==> config.mk <==
export PLATFORM = sky130hd
export DESIGN_NAME = p2s_serializer_param_flat
export DESIGN_NICKNAME = d
export VERILOG_FILES = /design/src/rtl/p2s_serializer_param_pkg.sv /design/src/rtl/p2s_serializer_param_if.sv /design/src/rtl/p2s_lane_shift.sv /design/src/rtl/p2s_serializer_param.sv /design/src/flat_wrapper.sv
export SDC_FILE = /design/constraint.sdc
export NUM_CORES = 1
export LEC_CHECK = 0
export ABC_AREA = 0
export CAP_MARGIN = 15
export CELL_PAD_IN_SITES_DETAIL_PLACEMENT = 0
export CELL_PAD_IN_SITES_GLOBAL_PLACEMENT = 2
export CORE_UTILIZATION = 36
export CTS_BUF_LIST = sky130_fd_sc_hd__clkbuf_4 sky130_fd_sc_hd__clkbuf_8 sky130_fd_sc_hd__clkbuf_16
export CTS_CLUSTER_DIAMETER = 60
export DETAILED_ROUTE_END_ITERATION = 7
export PLACE_DENSITY_LB_ADDON = 0.1
export SLEW_MARGIN = 20
export SYNTH_ARGS = -nofsm -noshare
export SYNTH_HDL_FRONTEND = slang
export SYNTH_SLANG_ARGS = --single-unit
==> constraint.sdc <==
create_clock -name CLK -period 4.15 [get_ports CLK]
set_input_delay 0.415 -clock CLK [delete_from_list [all_inputs] [get_ports CLK]]
set_output_delay 0.415 -clock CLK [all_outputs]
set_load 0.03 [all_outputs]
==> src/rtl/p2s_serializer_param_pkg.sv <==
// Shared definitions for the parametrised parallel-to-serial path.
package p2s_serializer_param_pkg;

  // Defaults for the reference 4 x 8 configuration.
  localparam int unsigned P2S_DEF_LANES = 4;
  localparam int unsigned P2S_DEF_WIDTH = 8;

  // Default per-lane idle symbol.
  localparam logic [7:0] P2S_IDLE_SYM = 8'hBC;

  // Line state: idle symbol or payload on the lanes.
  typedef enum logic {
    P2S_IDLE = 1'b0,
    P2S_DATA = 1'b1
  } p2s_state_e;

endpackage : p2s_serializer_param_pkg

==> src/rtl/p2s_serializer_param_if.sv <==
// Parallel load handshake and serial lane outputs of the serializer.
interface p2s_serializer_param_if #(
  parameter int unsigned LANES = 4,
  parameter int unsigned WIDTH = 8
);

  logic                   valid_in;
  logic                   msb_first;
  logic [LANES*WIDTH-1:0] data_in;
  logic                   ready_out;
  logic [LANES-1:0]       data_out;
  logic                   valid_out;
  logic                   frame_start;

  // Producer / line-driver side.
  modport master (
    output valid_in,
    output msb_first,
    output data_in,
    input  ready_out,
    input  data_out,
    input  valid_out,
    input  frame_start
  );

  // Serializer side.
  modport slave (
    input  valid_in,
    input  msb_first,
    input  data_in,
    output ready_out,
    output data_out,
    output valid_out,
    output frame_start
  );

endinterface : p2s_serializer_param_if

==> src/rtl/p2s_lane_shift.sv <==
// One serial lane: loadable shift register with a per-word bit-order latch.
module p2s_lane_shift #(
  parameter int unsigned WIDTH = 8
) (
  input  logic             clk,
  input  logic             rst_n,
  input  logic             en_i,
  input  logic             load_i,
  input  logic [WIDTH-1:0] load_val_i,
  input  logic             load_msb_i,
  output logic             head_o
);

  logic [WIDTH-1:0] shreg_q, shreg_d;
  logic             msb_q, msb_d;

  // Lane register and order latch.
  always_ff @(posedge clk or negedge rst_n) begin
    if (!rst_n) begin
      shreg_q <= '0;
      msb_q   <= 1'b1;
    end else begin
      shreg_q <= shreg_d;
      msb_q   <= msb_d;
    end
  end

  // Load a new word at the slot, otherwise shift toward the head in the latched order.
  always_comb begin
    shreg_d = shreg_q;
    msb_d   = msb_q;
    if (en_i) begin
      if (load_i) begin
        shreg_d = load_val_i;
        msb_d   = load_msb_i;
      end else if (msb_q) begin
        shreg_d = {shreg_q[WIDTH-2:0], 1'b0};
      end else begin
        shreg_d = {1'b0, shreg_q[WIDTH-1:1]};
      end
    end
  end

  // Head bit is the one currently on the line.
  assign head_o = msb_q ? shreg_q[WIDTH-1] : shreg_q[0];

endmodule : p2s_lane_shift

==> src/rtl/p2s_serializer_param.sv <==
// LANES x WIDTH parallel-to-serial converter with idle fill and per-word bit order.
module p2s_serializer_param
  import p2s_serializer_param_pkg::*;
#(
  parameter int unsigned      LANES     = P2S_DEF_LANES,
  parameter int unsigned      WIDTH     = P2S_DEF_WIDTH,
  parameter logic [WIDTH-1:0] IDLE_WORD = WIDTH'(P2S_IDLE_SYM)
) (
  input  logic                  CLK,
  input  logic                  reset,
  input  logic                  ENB,
  p2s_serializer_param_if.slave bus
);

  localparam int unsigned      CNT_W    = (WIDTH > 1) ? $clog2(WIDTH) : 1;
  localparam logic [CNT_W-1:0] CNT_LAST = CNT_W'(WIDTH - 1);

  logic [CNT_W-1:0] cnt_q, cnt_d;
  p2s_state_e       state_q, state_d;
  logic             load_slot;
  logic [LANES-1:0] head;

  // A load happens on every enabled edge at the last bit position.
  assign load_slot = ENB && (cnt_q == CNT_LAST);

  // Bit counter register; reset parks it on the load slot.
  always_ff @(posedge CLK or negedge reset) begin
    if (!reset) begin
      cnt_q <= CNT_LAST;
    end else begin
      cnt_q <= cnt_d;
    end
  end

  // Bit counter next value: wrap to 0 at the slot, otherwise step when enabled.
  always_comb begin
    cnt_d = cnt_q;
    if (ENB) begin
      if (load_slot) begin
        cnt_d = '0;
      end else begin
        cnt_d = cnt_q + CNT_W'(1);
      end
    end
  end

  // FSM state register.
  always_ff @(posedge CLK or negedge reset) begin
    if (!reset) begin
      state_q <= P2S_IDLE;
    end else begin
      state_q <= state_d;
    end
  end

  // FSM next state: decided only at the load slot by whether a word is offered.
  always_comb begin
    state_d = state_q;
    if (load_slot) begin
      state_d = bus.valid_in ? P2S_DATA : P2S_IDLE;
    end
  end

  // FSM outputs decoded from registered state and counter.
  always_comb begin
    bus.valid_out   = (state_q == P2S_DATA);
    bus.frame_start = (cnt_q == '0);
    bus.ready_out   = reset && load_slot;
  end

  // One shift register per lane; idle words always go out MSB-first.
  for (genvar k = 0; k < int'(LANES); k++) begin : g_lane
    logic [WIDTH-1:0] load_val;
    logic             load_msb;

    assign load_val = bus.valid_in ? bus.data_in[k*WIDTH +: WIDTH] : IDLE_WORD;
    assign load_msb = bus.valid_in ? bus.msb_first : 1'b1;

    p2s_lane_shift #(
      .WIDTH (WIDTH)
    ) u_lane (
      .clk        (CLK),
      .rst_n      (reset),
      .en_i       (ENB),
      .load_i     (load_slot),
      .load_val_i (load_val),
      .load_msb_i (load_msb),
      .head_o     (head[k])
    );
  end

  assign bus.data_out = head;

endmodule : p2s_serializer_param

==> src/flat_wrapper.sv <==
// flat-port wrapper written by rule: the top's interface ports become plain ports
module p2s_serializer_param_flat import p2s_serializer_param_pkg::*;
#(
  parameter int unsigned      LANES     = P2S_DEF_LANES,
  parameter int unsigned      WIDTH     = P2S_DEF_WIDTH,
  parameter logic [WIDTH-1:0] IDLE_WORD = WIDTH'(P2S_IDLE_SYM)
)
  (CLK, reset, ENB, bus_valid_in, bus_msb_first, bus_data_in, bus_ready_out, bus_data_out, bus_valid_out, bus_frame_start);
  p2s_serializer_param_if #(.LANES(LANES), .WIDTH(WIDTH)) bus_i ();
  input  logic CLK;
  input  logic reset;
  input  logic ENB;
  input wire logic [$bits(bus_i.valid_in)-1:0] bus_valid_in;
  input wire logic [$bits(bus_i.msb_first)-1:0] bus_msb_first;
  input wire logic [$bits(bus_i.data_in)-1:0] bus_data_in;
  output wire logic [$bits(bus_i.ready_out)-1:0] bus_ready_out;
  output wire logic [$bits(bus_i.data_out)-1:0] bus_data_out;
  output wire logic [$bits(bus_i.valid_out)-1:0] bus_valid_out;
  output wire logic [$bits(bus_i.frame_start)-1:0] bus_frame_start;
  assign bus_i.valid_in = bus_valid_in;
  assign bus_i.msb_first = bus_msb_first;
  assign bus_i.data_in = bus_data_in;
  assign bus_ready_out = bus_i.ready_out;
  assign bus_data_out = bus_i.data_out;
  assign bus_valid_out = bus_i.valid_out;
  assign bus_frame_start = bus_i.frame_start;
  p2s_serializer_param #(.LANES(LANES), .WIDTH(WIDTH), .IDLE_WORD(IDLE_WORD)) u_core (.CLK(CLK), .reset(reset), .ENB(ENB), .bus(bus_i));
endmodule
==> summary.txt <==
Status: completed
Final worst path period share: 66.2%
CTS tree: done
Die height: 82.5 µm
I/O Pins: 44
Drt drc: 0
Root buf cell: clkbuf_8
# nets final: 277
Max Fclk: 364 MHz
Num rows: 28
Worst-Skew Late Latency: 0.29 ns
Finished Layout Cells: 313
Worst Max-Slew Pin Slew: 0.883 ns
Cell Area, Synth: 0.00233 mm²
Placed insts: 305
CP max FO: 34
Post-route design area: 0.00278 mm²
Num CTS Buffers: 5
Largest stage delay, worst path: 0.68 ns
Commonest non-fill, non-tap cell in the layout: clkdlybuf4s50_1
Setup TNS: 0 ns
Grt ovf: 0
VDD IR max: 0.212 mV
Sw power: 0.633 mW
Top_reg_cell synth: dfrtp_1
Crit path top cell by count: ha_1
Post-CTS sizing: 0
Worst-path cell chain: ha_1 -> ha_1 -> buf_4 -> and3_1 -> clkdlybuf4s50_1
Yosys warning count: 0
HPWL Detailed: 3530 µm
P_int: 1.06 mW
Power per cell area: 609 mW/mm²
Leakage: 1.22 nW
Port bufs: 43
Hold Crit Depth: 2
Final Slew Violations: 0
Setup crit end kind: output pin
Worst Hold Class: reg2reg
Largest net degree at the start of global routing: 54
Critical path arrival: 2.33 ns
Max-Cap Viols: 0
Wire length per cell: 17.2 µm
Number of distinct library cells after synthesis: 34
Clk_skew: 0.00881 ns
Total iterations of the first detailed-routing run: 4
Post-synthesis cell count: 207
Core ar.: 0.00610 mm²
Diodes inserted: 0
P&R area growth vs syn: 19.2%
Synth Register Bits: 37
RSZ-0062 raised after global routing: false
Setup CP Type: reg2out
EDFF count, synth: 0
DR vias/cell: 5.42
Relative slew slack: 40.9%
Power share of the sequential group: 41.6%
Initial antenna violation count: 0
Share of post-route cells with drive strength above 1: 17.6%
Clock sinks: 37
Vias post-DR: 1,695
Starting density of the core: 38.2%
Post-CTS Hold Buffers: 0
First-pass GRT wire length: 8490 µm
Total GRT Usage: 17.1%
Switching Fraction: 37.4%
Most frequent cells in the layout: 42 x clkdlybuf4s50_1, 33 x dfrtp_1, 25 x mux2i_1, 20 x nor2_1, 16 x and4b_1
GPL Wtd Cong: 0.737
Die width: 82.5 µm
Max Root-Sink Buffers: 2
Placed cell area: 0.00268 mm²
H-Tree Depth: 2
Drt total wl: 5370 µm
Die ar.: 0.00680 mm²
Seq/Total Area, Yosys: 39.9%
Critical Path RT: 3.73 ns
Shortest period the worst path allows: 2.75 ns
Vias in the first global route: 1,708
Initial DRC count: 40
Clock power share: 16.7%
Routed Antenna Nets: 0
Combinational share of power: 41.7%
Final Hold Vio Count: 0
R2R cell count: 5
CTS clk-pin slew, worst paths: 0.07 ns
Startpoint types: flip-flop
Asr flop ratio synth: 100%
Post-Syn Area per Cell: 11.3 µm²
Syn nets: 247
Post-CTS setup buffers: 0
Final setup fails: 0
Slowest-stage cell, CP: clkdlybuf4s50_1
==> layout make-up <==
cell class	instances	area [µm²]
Sequential cell	37	931
Tap cell	75	93.8
Timing Repair Buffer	47	455
Clock buffer	7	96.3
Inverter	12	45.0
Fill cell	596	3320
Clock inverter	1	5.00
Multi-Input combinational cell	134	1150
==> worst max-delay path, delay by kind of cell (launching register included) <==
family        cells  cell delay, ns
simple gates      1            0.22
buf+inv           2            0.99
flops             1            0.54
fa+ha+maj         2            0.29
==> worst paths after layout <==
kind	slack, ns	endpoint	from
min	0.50	u_core.cnt_q[1]$_DFFE_PN1P_	u_core.cnt_q[1]$_DFFE_PN1P_
max in group asynchronous	3.11	u_core.cnt_q[2]$_DFFE_PN1P_	reset
min in group asynchronous	0.67	u_core.g_lane[3].u_lane.shreg_q[0]$_DFFE_PN0P_	reset
max reg2reg	2.16	u_core.g_lane[1].u_lane.shreg_q[6]$_DFFE_PN0P_	u_core.cnt_q[0]$_DFFE_PN1P_
min reg2reg	0.50	u_core.cnt_q[1]$_DFFE_PN1P_	u_core.cnt_q[1]$_DFFE_PN1P_
max	1.40	bus_ready_out	u_core.cnt_q[0]$_DFFE_PN1P_
==> routing by layer <==
layer | global-route usage (%) | routed length, µm | vias to the layer above
li1 | - | - | 824
met3 | 3.63 | 217 | 8
met2 | 28.1 | 2580 | 32
met5 | 0 | 0 | -
met1 | 21.7 | 2500 | 831
met4 | 7.19 | 76 | 0
==> state kept, by name (all words and copies together), names as in the netlist <==
| signal | cells |
|---|---|
| u_core.bus.valid_out | 1 |
| u_core.g_lane.u_lane.msb_q | 1 |
| u_core.g_lane.u_lane.shreg_q | 32 |
| u_core.cnt_q | 3 |
==> cells in the mapped netlist, types with 2 or more instances <==
library cell,instances,share of area [%]
ha_1,3,1.6
dfstp_2,4,4.5
o221ai_1,8,3.0
and4b_1,16,6.9
a221oi_2,4,2.6
buf_4,9,2.9
nor2_1,20,3.2
a211oi_1,2,0.64
dfrtp_1,33,35
nand4_1,8,2.1
inv_1,12,1.9
buf_2,5,1.1
clkbuf_1,2,0.32
mux2i_1,25,11
mux2_2,4,1.9
buf_6,6,2.9
a211oi_2,14,7.5
a221o_1,4,1.7
nor2b_1,9,2.4
nand2_1,5,0.81
==> power by group through the flow <==
stage          clock (mW)  combinational (mW)  sequential (mW)
2_1_floorplan           0               0.667            0.626
3_3_place_gp            0               0.694            0.707
3_5_place_dp            0               0.713            0.714
4_1_cts             0.292               0.716            0.706
5_1_grt             0.310               0.774            0.732
6_report            0.283               0.705            0.704
==> through the flow <==
step,utilization [%],worst slack [ns],power (mW),hold WS [ns]
after floorplan,-,2.18,1.29,0.119
after global placement,43.9,1.75,1.40,0.475
after detailed placement,43.9,1.72,1.43,0.491
after CTS,45.6,1.39,1.71,0.502
after global routing,45.6,1.30,1.82,0.531
final,45.6,1.40,1.69,0.498
==> logic make-up after synthesis <==
group,after synthesis,synth area share [%]
DFF,37,39.9
adders and majority gates,3,1.61
buffers and inverters,36,10.6
muxes,29,12.7
AOI/OAI and AO/OA,37,17.0
and+or+nand+nor,65,18.2
Note: power is estimated with default switching activity, not from simulation.
